<file path="config.mk">
export PLATFORM = sky130hd
export DESIGN_NAME = jump_resolve
export DESIGN_NICKNAME = d
export VERILOG_FILES = /design/src/rtl/jr_pkg.sv /design/src/rtl/jr_hs_slot.sv /design/src/rtl/jump_resolve.sv
export SDC_FILE = /design/constraint.sdc
export NUM_CORES = 1
export LEC_CHECK = 0
export BUFFER_PORTS_ARGS = -buffer_cell sky130_fd_sc_hd__buf_4
export CAP_MARGIN = 25
export CORE_ASPECT_RATIO = 1.2
export CORE_MARGIN = 2
export CORE_UTILIZATION = 52
export DETAILED_ROUTE_END_ITERATION = 8
export PLACE_DENSITY = 0.8
export SKIP_LAST_GASP = 1
export SYNTH_ARGS = -nofsm -noshare
export SYNTH_HDL_FRONTEND = slang
export SYNTH_HIERARCHICAL = 1
export SYNTH_SLANG_ARGS = --single-unit
</file>
<file path="constraint.sdc">
create_clock -name clk -period 1.7 [get_ports clk]
set_input_delay 0.17 -clock clk [delete_from_list [all_inputs] [get_ports clk]]
set_output_delay 0.17 -clock clk [all_outputs]
set_load 0.02 [all_outputs]
</file>
<file path="src/rtl/jr_pkg.sv">
// Shared types and constants for the jump-resolution unit.
package jr_pkg;

  localparam int XLEN_DEF = 32;
  localparam int RW_DEF   = 5;
  localparam int ZERO_REG = 0;

  typedef enum logic [1:0] {
    ST_IDLE    = 2'd0,
    ST_RESOLVE = 2'd1,
    ST_ISSUE   = 2'd2
  } jr_state_e;

endpackage

</file>
<file path="src/rtl/jr_hs_slot.sv">
// One outstanding valid/ready request bit; set when the request is issued,
// cleared when the consumer samples it with ready high.
module jr_hs_slot (
  input  logic clk,
  input  logic rst,
  input  logic set,
  input  logic ready,
  output logic valid,
  output logic fire
);

  logic valid_r;

  assign valid = valid_r;
  assign fire  = valid_r & ready;

  // request bit: set has priority, a completed handshake clears it
  always_ff @(posedge clk) begin
    if (rst) begin
      valid_r <= 1'b0;
    end else if (set) begin
      valid_r <= 1'b1;
    end else if (fire) begin
      valid_r <= 1'b0;
    end
  end

endmodule

</file>
<file path="src/rtl/jump_resolve.sv">
// Resolves a finished jump/branch: raises a fetch redirect on misprediction
// and a link writeback for JAL/JALR, then waits for both handshakes.
module jump_resolve
  import jr_pkg::*;
#(
  parameter int XLEN = XLEN_DEF,
  parameter int RW   = RW_DEF
) (
  input  logic            clk,
  input  logic            rst,
  input  logic            fu_finish,
  input  logic            fu_cmp_res,
  input  logic            fu_uncond,
  input  logic            fu_pred_taken,
  input  logic [XLEN-1:0] fu_pc_jump,
  input  logic [XLEN-1:0] fu_pc_wb,
  input  logic [RW-1:0]   fu_rd,
  output logic            busy,
  output logic            redirect_valid,
  output logic [XLEN-1:0] redirect_pc,
  input  logic            redirect_ready,
  output logic            flush,
  output logic            wb_req,
  output logic [RW-1:0]   wb_rd,
  output logic [XLEN-1:0] wb_data,
  input  logic            wb_grant,
  output logic            overrun
);

  jr_state_e       state_r, state_s;
  logic            cmp_r, uncond_r, pred_r;
  logic [XLEN-1:0] pc_jump_r, pc_wb_r;
  logic [RW-1:0]   rd_r;
  logic            taken_s, need_redir_s, need_wb_s;
  logic            capture_s, resolve_s;
  logic            redir_fire_s, wb_fire_s;
  logic [XLEN-1:0] redirect_pc_r, wb_data_r;
  logic [RW-1:0]   wb_rd_r;
  logic            flush_r, overrun_r;

  assign taken_s      = uncond_r | cmp_r;
  assign need_redir_s = (taken_s != pred_r);
  assign need_wb_s    = uncond_r & (rd_r != RW'(ZERO_REG));
  assign busy         = (state_r != ST_IDLE);

  // state register
  always_ff @(posedge clk) begin
    if (rst) begin
      state_r <= ST_IDLE;
    end else begin
      state_r <= state_s;
    end
  end

  // next-state and capture/resolve strobes
  always_comb begin
    state_s   = state_r;
    capture_s = 1'b0;
    resolve_s = 1'b0;
    case (state_r)
      ST_IDLE: begin
        if (fu_finish) begin
          capture_s = 1'b1;
          state_s   = ST_RESOLVE;
        end else begin
          state_s = ST_IDLE;
        end
      end
      ST_RESOLVE: begin
        resolve_s = 1'b1;
        if (need_redir_s | need_wb_s) begin
          state_s = ST_ISSUE;
        end else begin
          state_s = ST_IDLE;
        end
      end
      ST_ISSUE: begin
        // leave on the edge where the last outstanding handshake completes
        if ((!redirect_valid | redirect_ready) & (!wb_req | wb_grant)) begin
          state_s = ST_IDLE;
        end else begin
          state_s = ST_ISSUE;
        end
      end
      default: begin
        state_s = ST_IDLE;
      end
    endcase
  end

  // capture of the finishing instruction; later finishes while busy are dropped
  always_ff @(posedge clk) begin
    if (rst) begin
      cmp_r     <= 1'b0;
      uncond_r  <= 1'b0;
      pred_r    <= 1'b0;
      pc_jump_r <= '0;
      pc_wb_r   <= '0;
      rd_r      <= '0;
    end else if (capture_s) begin
      cmp_r     <= fu_cmp_res;
      uncond_r  <= fu_uncond;
      pred_r    <= fu_pred_taken;
      pc_jump_r <= fu_pc_jump;
      pc_wb_r   <= fu_pc_wb;
      rd_r      <= fu_rd;
    end
  end

  // request payloads are fixed in RESOLVE and held stable through ISSUE
  always_ff @(posedge clk) begin
    if (rst) begin
      redirect_pc_r <= '0;
      wb_rd_r       <= '0;
      wb_data_r     <= '0;
    end else if (resolve_s) begin
      redirect_pc_r <= taken_s ? pc_jump_r : pc_wb_r;
      wb_rd_r       <= rd_r;
      wb_data_r     <= pc_wb_r;
    end
  end

  // flush follows the redirect handshake by one cycle; overrun is sticky
  always_ff @(posedge clk) begin
    if (rst) begin
      flush_r   <= 1'b0;
      overrun_r <= 1'b0;
    end else begin
      flush_r   <= redir_fire_s;
      overrun_r <= overrun_r | (busy & fu_finish);
    end
  end

  jr_hs_slot u_redir_slot (
    .clk   (clk),
    .rst   (rst),
    .set   (resolve_s & need_redir_s),
    .ready (redirect_ready),
    .valid (redirect_valid),
    .fire  (redir_fire_s)
  );

  jr_hs_slot u_wb_slot (
    .clk   (clk),
    .rst   (rst),
    .set   (resolve_s & need_wb_s),
    .ready (wb_grant),
    .valid (wb_req),
    .fire  (wb_fire_s)
  );

  assign redirect_pc = redirect_pc_r;
  assign wb_rd       = wb_rd_r;
  assign wb_data     = wb_data_r;
  assign flush       = flush_r;
  assign overrun     = overrun_r;

endmodule

</file>
-- Yosys cells after proc, flatten, opt, wreduce, memory -nomap -nowiden
Cells that the tools add are included.
- register bits after elaboration: 147
- latch bits: 0
- bits in writable memories: 0
- bits in read-only memories: 0
- input port bits: 77
- output and inout bits: 74
- word-level logic and storage cells: 48
- memories kept: 0
- add/sub/neg operators: 0
- multipliers: 0
- div/mod/pow operators: 0
- order comparisons: 0
- equality and inequality tests: 3
- shift-type cells: 0
- multiplexer cells: 12
- bitwise operators: 12
- reductions and logical operators: 7
- operators with widths (cell ; count):
    32-bit two-way mux ; 1
    1-bit two-way mux ; 8
    1-bit bitwise AND ; 7
    2-bit one-hot mux with 3 select lines ; 1
    2-bit nonzero test ; 3
    1-bit bitwise OR ; 5
    5-bit nonzero test ; 1
    2-bit two-way mux ; 2
    2-bit by 1-bit equality test with 1-bit output (second input constant) ; 1
    2-bit equality test (second input constant) ; 1
    1-bit zero test ; 2
    2-bit zero test ; 1
    1-bit inequality test ; 1

-- Logic depth before layout (Yosys ltp)
- word-level depth: 5
- depth in mapped cells: 5
- depth with buffers taken out: 4

-- Hierarchy
Netlist, hierarchy kept.
- by module, submodules not included (module ; times used ; cells an instance ; area an instance (µm²) ; sequential area each (µm²)):
    jump_resolve ; 1 ; 678 ; 5385.2 ; 2902.8
    jr_hs_slot ; 2 ; 5 ; 46.3 ; 20.0

-- Least setup slack after synthesis
Ideal clock, no wire load.
- path type: reg2reg
- start: register rd_r[4]
- end: register state_r[1]
- library setup time: 120 ps
- data arrival time: 1205 ps
- required time: 1580 ps
- slack: 375 ps
- stages on the path, launching flop included: 4
- path buffers: 0
- clock period less this slack: 1325 ps
- cells stage by stage: dfxtp_1 > or3_1 > o311a_1 > o31a_1
- cells in the longest elaborated chain, start to end: 5
- ends and longest elaborated chain (what ; RTL line ; RTL):
    start: declaration ; jump_resolve.sv:33 ; logic [RW-1:0] rd_r;
    start signal: assignment ; jump_resolve.sv:106 ; rd_r <= fu_rd;
    5-bit nonzero test ; jump_resolve.sv:43 ; assign need_wb_s = uncond_r & (rd_r != RW'(ZERO_REG));
    1-bit bitwise AND ; jump_resolve.sv:43 ;
    1-bit bitwise OR ; jump_resolve.sv:71 ; if (need_redir_s | need_wb_s) begin
    2-bit two-way mux ; jump_resolve.sv:71 ;
    2-bit one-hot mux with 3 select lines ; jump_resolve.sv:60 ; case (state_r)
    end signal: assignment ; jump_resolve.sv:51 ; state_r <= state_s;
    end: declaration ; jump_resolve.sv:30 ; jr_state_e state_r, state_s;
Every way passes these cells.
A chain may end at the register's enable or synchronous reset.

-- Final worst setup path
- start: register state_r[0]
- end: register pc_wb_r[30]
- cells in the longest elaborated chain, start to end: 2
- ends and longest elaborated chain (what ; RTL line ; RTL):
    2-bit zero test ; jump_resolve.sv:60 ;
    1-bit two-way mux ; jump_resolve.sv:60 ;
    end signal: assignment ; jump_resolve.sv:105 ; pc_wb_r <= fu_pc_wb;
    end: declaration ; jump_resolve.sv:32 ; logic [XLEN-1:0] pc_jump_r, pc_wb_r;
Every way passes these cells.

==> results.toml <==
[sta]
worst_pin_slew_ns = 0.492
max-slew-margin-rel_pct = 67.2
fin_crit_sh_pct = 87.1
hold_slack_ns = 0.00874
fin_crit_ns = 1.48
fmax_mhz = 675
skew_ns = 0.00655
fin_setup_tns_ns = 0
hold_viol = 0
maxSlewViolCount = 0
rsz0062_at_grt = "false"
setup_viol = 0

[final_layout]
fin_nets = 898
final_common_cell = "nand2_1"
drive_above_1_share_pct = 24.6
fin_cells = 963
antennaDiodeCount = 0
final_core_util_pct = 70.8
final_area_sq_um = 7340
final_cell_mix = "250 x nand2_1, 158 x buf_4, 147 x dfxtp_1"
area_delta_synth_final_pct = 34.2

[critical_path]
critical_path.cell_chain = "or3b_2 > buf_4 > nand2_1 > a21oi_1"
cpPeakStageDelay_ns = 0.50
crit_slowest_cell = "or3b_2"
critPathBufInv = 1
crit_arrival_ns = 1.77
critPathKind = "register to register"
start_kind = "register"
cp-end-kind = "register"
required_ns = 1.99
critPathMaxFanout = 39
critical-path-top-delay-family = "simple AND/OR/NAND/NOR gates"

[routing]
num_vias = 5170
antenna_left = 0
drt_first_pass_iters = 5
drc = 0
wl_per_cell_microns = 14.6
drt_wl_total_microns = 14000
routed_via_density = 5.37
drt_iter0_markers = 442

[cts]
numCtsBuffers = 17
cts_root_buffer = "clkbuf_16"
clkLatencyLatePin_ns = 0.41
cts_setup_buffers = 0
cts.sink_count = 147
ctsResizeCount = 0
clk_path_buf_depth = 2
hold_buffers = 6
cts_tree = "done"
htree_levels = 4
path_clk_slew_ns = 0.06

[pwr]
worst_ir_drop_vdd_uv = 729
p_leak_nw = 2.93
p_per_area_nw_per_um2 = 1150

[floorplanning]
rows = 41
coreArea_sq_um = 10400
die-area_sq_um = 11400
start_util_pct = 52.8
die_w_microns = 97.6
num_io_pins = 151
die_h_microns = 116

[global_route]
grt_usage_pct = 24.8
grt_max_degree = 65
grt_pass1_wl_microns = 22700
grt_overflow_total = 0
grt_pass1_vias = 4898
antenna_found_initial = 0

[synthesis]
synth_nets = 764
yosys_warnings = 6
synth_area_per_cell_sq_um = 7.96
syn_inst = 687
synth_area_sq_um = 5470

[place]
dpl_cell_area_sq_um = 6680
port_buffers = 150
hpwlAfterDp_microns = 9290
place_inst = 924
gp_congestion = 0.862

[run_status]
run_status = "finished clean"

[worst_hold_path]
hold_class = "input port to register"

[job]
maxCapViolCount = 0
## flip-flops by register name, summed over array words and instances (netlist names)
signal	count
u_redir_slot/valid	1
pc_wb_r	32
pc_jump_r	32
pred_r	1
wb_data	32
state_r	2
flush	1
redirect_pc	32
u_wb_slot/valid	1
rd_r	5
overrun	1
cmp_r	1
uncond_r	1
wb_rd	5
## final cells by class
| type | instances | area [sq um] |
|---|---|---|
| clock buffers | 23 | 488 |
| clock inverters | 9 | 103 |
| fillers | 810 | 3020 |
| inverters | 2 | 7.51 |
| multi-input cells | 480 | 2220 |
| flip-flops and latches | 147 | 2940 |
| well taps | 129 | 161 |
| repair buffers | 173 | 1420 |
## power breakdown
group          internal, mW  leakage (nW)  switching (mW)
Combinational         0.434          1.44           0.575
Sequential             3.64          1.20           0.124
Clock                  2.31         0.285            1.38
Total                  6.38          2.93            2.08
## per-layer routing
layer | GRT usage, % | wire length, microns | up-vias
met2 | 41.8 | 7040 | 193
met5 | 0 | 0 | -
met3 | 5.98 | 905 | 33
met1 | 29.8 | 5650 | 2391
met4 | 12.9 | 415 | 0
li1 | - | - | 2553
## final timing paths
check	endpoint	slack, ns	startpoint	cells past startpoint
max	pc_wb_r[30]$_SDFFE_PP0P_	0.22	state_r[0]$_SDFF_PP0_	4
min	pc_wb_r[1]$_SDFFE_PP0P_	0.009	fu_pc_wb[1]	3
max reg2reg	pc_wb_r[30]$_SDFFE_PP0P_	0.22	state_r[0]$_SDFF_PP0_	4
min reg2reg	pc_jump_r[31]$_SDFFE_PP0P_	0.45	pc_jump_r[31]$_SDFFE_PP0P_	2
## tightest hold or removal path, delay by kind of cell
family	cells	cell delay [ns]
compound gates	1	0.05
buf+inv	1	0.11
simple gates	1	0.04
## through the flow
stage          total power, mW  setup WS [ns]
6_report                  8.45          0.219
5_1_grt                   8.75          0.133
4_1_cts                   8.48          0.230
3_5_place_dp              4.82          0.254
3_3_place_gp              4.79          0.311
2_1_floorplan             4.40          0.375
Note: power is estimated with default switching activity, not from simulation.
